`src/rtl/brlshft_arb.sv`:
```
// Round-robin arbiter that time-shares one 4-bit combinational barrel shifter
// among NREQ requesters and holds each tagged result behind a valid/ready handshake.
module brlshft_arb #(
  parameter int NREQ = 4,
  parameter int IDW  = 2
) (
  input  logic                clk,
  input  logic                rst,
  input  logic [NREQ-1:0]     req,
  input  logic [NREQ-1:0]     req_lr,
  input  logic [NREQ-1:0]     req_rot,
  input  logic [2*NREQ-1:0]   req_sv,
  input  logic [4*NREQ-1:0]   req_data,
  output logic [NREQ-1:0]     gnt,
  output logic                sh_l_r,
  output logic                sh_rot,
  output logic                sh_sv0,
  output logic                sh_sv1,
  output logic [3:0]          sh_in,
  input  logic [3:0]          sh_out,
  output logic                res_valid,
  output logic [3:0]          res_data,
  output logic [IDW-1:0]      res_id,
  input  logic                res_ready,
  output logic [15:0]         op_cnt
);

  typedef enum logic {
    EMPTY = 1'b0,
    FULL  = 1'b1
  } state_t;

  state_t         state;
  logic [IDW-1:0] ptr;
  logic [IDW-1:0] winner;
  logic           any_req;
  logic           acc;
  logic           done;

  assign res_valid = (state == FULL);
  assign done      = res_valid && res_ready;

  // Scan offsets from the highest down so the requester closest to the
  // pointer (offset 0) is the last to overwrite the winner and so has priority.
  always_comb begin
    logic [IDW-1:0] idx;
    // NOTE: every combinationally assigned signal gets a default first so no
    // path leaves it unassigned, which would otherwise infer a latch.
    any_req = |req;
    winner  = ptr;
    idx     = ptr;
    for (int k = NREQ - 1; k >= 0; k--) begin
      idx = ptr + IDW'(k);
      if (req[idx]) winner = idx;
    end
  end

  // A held result blocks new work unless the consumer drains it this cycle;
  // reset suppresses grants so nothing is lost to the discarded cycle.
  assign acc = any_req && (state == EMPTY || res_ready) && !rst;

  always_comb begin
    gnt    = '0;
    sh_l_r = 1'b0;
    sh_rot = 1'b0;
    sh_sv0 = 1'b0;
    sh_sv1 = 1'b0;
    sh_in  = 4'b0000;
    if (acc) begin
      gnt[winner] = 1'b1;
      sh_l_r      = req_lr[winner];
      sh_rot      = req_rot[winner];
      sh_sv0      = req_sv[{winner, 1'b0}];
      sh_sv1      = req_sv[{winner, 1'b1}];
      sh_in       = req_data[{winner, 2'b00} +: 4];
    end
  end

  // NOTE: state registers use non-blocking assignments so every flop samples
  // pre-edge values regardless of statement order.
  always_ff @(posedge clk) begin
    if (rst) begin
      state    <= EMPTY;
      ptr      <= '0;
      res_data <= 4'b0000;
      res_id   <= '0;
      op_cnt   <= 16'h0000;
    end else begin
      if (done) op_cnt <= op_cnt + 16'd1;
      if (acc) begin
        // Back-to-back: a completion and a new capture share this edge.
        res_data <= sh_out;
        res_id   <= winner;
        ptr      <= winner + 1'b1;
        state    <= FULL;
      end else if (done) begin
        state <= EMPTY;
      end
    end
  end

endmodule

```
`config.mk`:
```
export PLATFORM = sky130hd
export DESIGN_NAME = brlshft_arb
export DESIGN_NICKNAME = d
export VERILOG_FILES = /design/src/rtl/brlshft_arb.sv
export SDC_FILE = /design/constraint.sdc
export NUM_CORES = 1
export LEC_CHECK = 0
export ABC_AREA = 0
export BUFFER_PORTS_ARGS = -buffer_cell sky130_fd_sc_hd__buf_4
export CAP_MARGIN = 20
export CELL_PAD_IN_SITES_DETAIL_PLACEMENT = 1
export CELL_PAD_IN_SITES_GLOBAL_PLACEMENT = 2
export CORE_ASPECT_RATIO = 1.1
export CORE_MARGIN = 2
export CORE_UTILIZATION = 25
export DETAILED_ROUTE_END_ITERATION = 7
export HOLD_SLACK_MARGIN = 0.08
export PLACE_DENSITY_LB_ADDON = 0.1
export SLEW_MARGIN = 20
export SYNTH_ARGS = -nofsm -noshare
export SYNTH_HDL_FRONTEND = slang
export SYNTH_SLANG_ARGS = --single-unit
```
`constraint.sdc`:
```
create_clock -name clk -period 5 [get_ports clk]
set_input_delay 0.5 -clock clk [delete_from_list [all_inputs] [get_ports clk]]
set_output_delay 0.5 -clock clk [all_outputs]
set_load 0.005 [all_outputs]
```
==> results.md, run 1 <==
* Hold/Removal Path Class: in -> reg
* Post-Syn Nets at about 220
* First-pass GRT wire length at 6600 µm
* Final core occ at between 30% and 40%
* Layout cell share with drive strength beyond 1 at between 30% and 40%
* CP max FO at 26
* Avg WL per Cell at around 12 µm
* GRT Util Overall at 13.0%
* Initial antenna violation count at 0
* Slew Viols, Final at 0
* Num ports at around 80
* Post-cts sizing count at 0
* XOR/XNOR Fraction of Synth Area at between 8 and 9%
* Clock sink count at 25
* # rows at 28
* Simple-Gate Fraction of Synth Area at between 20% and 30%
* Crit path max-delay family: simple AND/OR/NAND/NOR gates
* GPL Wtd Cong at 0.726
* Root buf cell: clkbuf_8
* Initial core utilization at roughly a quarter
* Mux cell area share after synthesis at a little under an eighth
* Most frequent CP cell: buf_4
* DR vias/cell at 4.55
* Critical Path End Type: output port
* Area of the die at between 0.006 and 0.007 mm²
* CTS clk-pin slew, worst paths at around 90 ps
* Maxcap violations at 0
* Largest net degree at the start of global routing at 27
* Number of antenna diodes at 0
* Critical-path top delay cell: nor3b_2
* Antenna viol nets, final at 0
* Vias in the first global route at roughly 1500
* Core Footprint at 0.00543 mm²
* Yosys reg bits at 25
* Post-synth cell types at 31
* Slew @ Worst Pin at between 900 and 1000 ps
* Sw Pwr at 0.156 mW
* Largest family of logic cells by synthesized area: simple AND/OR/NAND/NOR gates
* Net Sw Frac at approximately 30%
* WP data required at 4500 ps
* Crit path DAT at around 2400 ps
* CTS tree: yes
* Critical-path cell list: buf_4 -> nor3b_2 -> nand2_1 -> o22ai_1 -> buf_4
* Total power at approximately 0.52 mW
* Final setup skew at 4.25 ps
* Combinational power share at between 30% and 40%
* RSZ-0062 raised after global routing: false
* DR iter-0 viols at 28
* WL final at 3910 µm
* IO Port Bufs at between 70 and 80
* Crit path kind: in -> out
* Worst vdd ir at between 0.09 and 0.1 mV
* LEAKAGE at 0.956 nW
* Post-CTS Setup Inserts at 0
* CTS max path bufs at 2
* Area share of fa/ha/maj cells after synthesis at under 10%
* Final nets at 291
* CP bufs+invs at 2
* # hold bufs at CTS at 0
* Via count at about 1400
* YS warnings at 0
* Die width at roughly 76 µm
* Sequential power share at 42.3%
* P&R area growth vs syn at 48.7%
* Synthesized area at 0.00142 mm²
* Latest clock arrival within the worst-skew pair at between 200 and 300 ps
* Startpoint Class: input pin
* Pint at 0.365 mW
* Max-slew headroom at a little over a third
* CP peak stage delay at 830 ps
* CTS HTree Levels at 1
* Compound-Gate Fraction of Synth Area at about an eighth
* # fillers at ~660
* Final hold violation count at 0
* Clock power frac at about 22%
* Pwr dens at 247 mW/mm²
* Num CTS Buffers at 3
* Setup TNS at 0 ps
* Mapped Cells at between 150 and 200
* Outcome: completed
* Seq/Total Area, Yosys at 35.3%
* Final worst-path cycle share at 57.9%
* HPWL Detailed at roughly 3100 µm
* Die height at 83.0 µm
* Post-layout min period at around 2900 ps
* Gr ovfl total at 0
* # setup viols final at 0
* Avg Inst Size Synth at about 8.5 µm²
* Drt first pass iters at 4
* FF-to-FF setup slack at a little over 3000 ps
* DRC errors left at 0
* Fmax at around 350 MHz
-- state kept, by name (all words and copies together) (netlist names) --
name	cells
res_id	2
res_valid	1
op_cnt	16
ptr	2
res_data	4
-- worst register-to-register path: cells and delay by family, from the launching register on --
kind | cells | cell delay [ps]
and+or+nand+nor | 3 | 1320
AOI/OAI and AO/OA | 1 | 210
DFF | 1 | 360
-- cells in the mapped netlist --
cell type	count	area [µm²]
buf_6	2	22.5
clkbuf_1	3	11.3
nor3b_1	1	7.51
mux2i_1	16	160
o21ai_1	7	35.0
and3_1	1	6.26
and4_1	2	17.5
and4bb_1	1	12.5
xor2_1	10	87.6
nand2b_1	7	43.8
dfxtp_1	25	500
o31ai_1	2	15.0
inv_1	4	15.0
xnor2_1	4	35.0
o22ai_1	8	50.1
nand3b_1	1	7.51
ha_1	5	62.6
nand2_1	16	60.1
nor2b_1	4	25.0
a21oi_1	5	25.0
o21ai_0	3	15.0
nand4_1	3	18.8
a2bb2oi_1	1	8.76
a21o_1	1	7.51
buf_2	2	10.0
o221ai_1	1	8.76
and2_1	6	37.5
nor2_1	18	67.6
nand3_1	5	25.0
nor4_1	1	6.26
or3_1	2	12.5
-- per-stage QoR --
step | cell area, µm² | cells | hold slack, ps | worst slack, ps
after floorplan | 1420 | 167 | 458 | 2910
after global placement | 2060 | 313 | 465 | 2090
after detailed placement | 2060 | 313 | 470 | 2030
after CTS | 2110 | 317 | 436 | 2050
after global routing | 2110 | 317 | 440 | 1790
final | 2110 | 317 | 437 | 2100
-- power groups by stage --
stage	Clock (mW)	Combinational (mW)	Sequential (mW)
after CTS	0.121	0.189	0.221
after global placement	0	0.189	0.225
final	0.117	0.184	0.221
after floorplan	0	0.111	0.223
after global routing	0.130	0.207	0.223
after detailed placement	0	0.188	0.226
-- per-layer routing --
layer | vias up | GRT usage, % | wire length, µm | part of all wire, %
met5 | - | 0 | 0 | 0
met4 | 0 | 3.83 | 39 | 1.0
met3 | 2 | 4.98 | 386 | 9.9
met2 | 57 | 21.9 | 1910 | 49
met1 | 656 | 14.7 | 1570 | 40
li1 | 728 | - | - | -
-- layout by cell type (no fill, tap or decap) --
cell type	count
and2_1	6
nand2b_1	7
xnor2_1	4
and3_1	1
o21ai_1	6
clkbuf_8	3
xor2_1	10
o22ai_1	8
o221ai_1	1
nand4_1	3
mux2i_1	16
a21oi_1	5
clkinv_2	1
nor3b_2	1
o21ai_2	1
and4bb_1	1
ha_1	5
a21o_1	1
o31ai_1	2
nor4_1	1
dfxtp_1	25
nor2_1	18
nand3_1	5
buf_4	78
or3_1	2
nand2_1	16
nor2b_1	4
o21ai_0	3
nand3b_1	1
a2bb2oi_1	1
and4_1	2
inv_1	4
-- layout make-up --
cell class	count	area, µm²	area share, %
clock inverter	1	5.00	0.237
multi-input combinational	131	867	41.1
timing repair buffer	78	586	27.8
tap	75	93.8	4.45
sequential	25	500	23.7
clock buffer	3	41.3	1.96
inverter	4	15.0	0.712
-- cell families after synthesis --
family | after synthesis
multiplexers | 16
AO/OA/AOI/OAI | 28
adder cells (fa/ha/maj) | 5
AND/OR/NAND/NOR | 68
flip-flops | 25
buffers and inverters | 11
XOR/XNOR | 14
-- worst paths after layout --
path	start	endpoint	cells past startpoint
hold / removal	sh_out[2]	res_data[2]$_SDFFE_PP0P_	3
hold reg to reg	res_data[2]$_SDFFE_PP0P_	res_data[2]$_SDFFE_PP0P_	2
setup reg to reg	res_valid$_SDFFE_PP0P_	res_id[0]$_SDFFE_PP0P_	4
setup / recovery	rst	sh_rot	5
Note: power is estimated with default switching activity, not from simulation.
==> run 2: changes to the inputs <==
--- a/config.mk
+++ b/config.mk
@@ -12,7 +12,7 @@
 export CELL_PAD_IN_SITES_GLOBAL_PLACEMENT = 2
 export CORE_ASPECT_RATIO = 1.1
 export CORE_MARGIN = 2
-export CORE_UTILIZATION = 25
+export CORE_UTILIZATION = 21
 export DETAILED_ROUTE_END_ITERATION = 7
 export HOLD_SLACK_MARGIN = 0.08
 export PLACE_DENSITY_LB_ADDON = 0.1
==> constraint.sdc (replaced) <==
create_clock -name clk -period 2.4 [get_ports clk]
set_input_delay 0.24 -clock clk [delete_from_list [all_inputs] [get_ports clk]]
set_output_delay 0.24 -clock clk [all_outputs]
set_load 0.005 [all_outputs]
==> run 2 against run 1 <==
Against the previous run: register-to-register slack worse by 2300 ps; non-clock buffer count up 1; first-iteration DRC count up 25%; largest power group unchanged; count of clock-buffer cells in the layout unchanged; setup slack worse by 1900 ps; clock skew up 6.6 ps; sequential power up 110%; die area up 18%.
==> results.md, run 2 (synthesis gave the netlist of run 1 again) <==
* Outcome: completed
* Largest registers: op_cnt x16, res_data x4
* Latest clock arrival within the worst-skew pair at roughly 270 ps
* HPWL Detailed at ~3400 µm
* Core Footprint at between 0.006 and 0.007 mm²
* DR vias/cell at between 4 and 5
* WL final at 4400 µm
* Number of antenna diodes at 0
* Num CTS Buffers at 3
* IO Port Bufs at a little under 80
* Gr ovfl total at 0
* Final worst-path cycle share at roughly nine tenths
* Drt first pass iters at 4
* CTS clk-pin slew, worst paths at ~90 ps
* DRC errors left at 0
* Worst Hold Depth at 3
* Initial antenna violation count at 0
* RSZ-0062 raised after global routing: false
* Vias in the first global route at roughly 1600
* Commonest non-fill, non-tap cell in the layout: buf_4
* Crit path DAT at 1930 ps
* Area of the die at 0.00742 mm²
* Maxcap violations at 0
* CTS HTree Levels at 1
* Antenna viol nets, final at 0
* # fillers at ~780
* GPL Wtd Cong at 0.664
* Die height at around 90 µm
* LEAKAGE at just under 1 nW
* Hold/Removal Path Class: in -> reg
* First-pass GRT wire length at between 7000 and 8000 µm
* # rows at 31
* Startpoint Class: register
* Final instance area at approximately 0.0022 mm²
* Pwr dens at around 520 mW/mm²
* Total power at approximately 1.1 mW
* Die width at 82.3 µm
* Avg WL per Cell at roughly 13 µm
* Critical Path End Type: output port
* Crit path kind: reg -> out
* GRT Util Overall at about an eighth
* CTS max path bufs at 2
* Fmax at between 400 and 500 MHz
* R2r worst-path depth at 7
* Worst vdd ir at around 0.26 mV
* # setup viols final at 0
* Num ports at a little under 80
* Final nets at 293
* Final hold violation count at 0
* Non-Filler Instances at about 330
* Top reg by flops: op_cnt
* Most frequent cells in the layout: buf_4, dfxtp_1, nor2_1, nand2_1, mux2i_1
* Root buf cell: clkbuf_8
* Max-slew headroom at 58.2%
* P&R area growth vs syn at 52.3%
* Placed cell count at about 320
* Layout cell share with drive strength beyond 1 at 36.1%
* Final core occ at between 30% and 40%
* Final setup skew at roughly 11 ps
* Slew @ Worst Pin at 621 ps
* Slew Viols, Final at 0
* Dpl cell area at around 0.0021 mm²
* CP max FO at 20
* Via count at about 1400
* DR iter-0 viols at 35
* Clock sink count at 25
* Setup TNS at 0 ps
* Initial core utilization at between 20% and 30%
* Largest net degree at the start of global routing at 26
* WP data required at about 2200 ps
* # hold bufs at CTS at 0
* CTS tree: yes
* Post-layout min period at between 2000 and 2500 ps
* Max reg flops at 16
[run 2: path summary, 6_finish.rpt]
path	from	endpoint	slack (ps)
max	ptr[0]$_SDFFE_PP0P_	gnt[1]	230
min	sh_out[2]	res_data[2]$_SDFFE_PP0P_	180
max reg2reg	ptr[1]$_SDFFE_PP0P_	ptr[1]$_SDFFE_PP0P_	700
min reg2reg	res_id[1]$_SDFFE_PP0P_	res_id[1]$_SDFFE_PP0P_	470
[run 2: critical path, stage by stage, from the launching register on]
cell	delay, ps
dfxtp_1	380
inv_1	90
a21o_1	170
o21ai_2	120
buf_4	310
inv_1	110
ha_1	200
and2_1	130
buf_4	130
[run 2: what timing repair did]
| item | 4_1_cts | 5_1_grt |
|---|---|---|
| setup buffers | 0 | 0 |
| endpoints found under the setup margin | 8 | 8 |
| gates cloned | 1 | 0 |
| resized for setup | 1 | 2 |
[run 2: area by class of cell]
cell class                      count  area [µm²]  area share [%]
Clock buffer                        3        41.3            1.91
Timing Repair Buffer               79         593            27.5
Tap cell                           82         103            4.75
Multi-Input combinational cell    132         898            41.6
Sequential cell                    25         500            23.2
Clock inverter                      1        7.51           0.348
Inverter                            4        15.0           0.696
[run 2: where the power goes]
group	switching [mW]	leakage [nW]	internal, mW	total [mW]
clock	0.148	0.0217	0.118	0.266
sequential	0.0193	0.204	0.438	0.458
combinational	0.190	0.738	0.212	0.403
[run 2: metal layers]
metal  track usage, %  vias to the layer above  wire, µm
met5                0                        -         0
met4            0.833                        0         0
met3             6.33                        0       499
met2             18.9                       57      1940
met1             15.8                      649      1960
li1                 -                      733         -
[run 2: through the flow]
stage	worst slack, ps	hold slack [ps]
after floorplan	735	355
after global placement	47.5	452
after global routing	9.96	166
after CTS	21.7	175
after detailed placement	-77.4	458
final	233	179
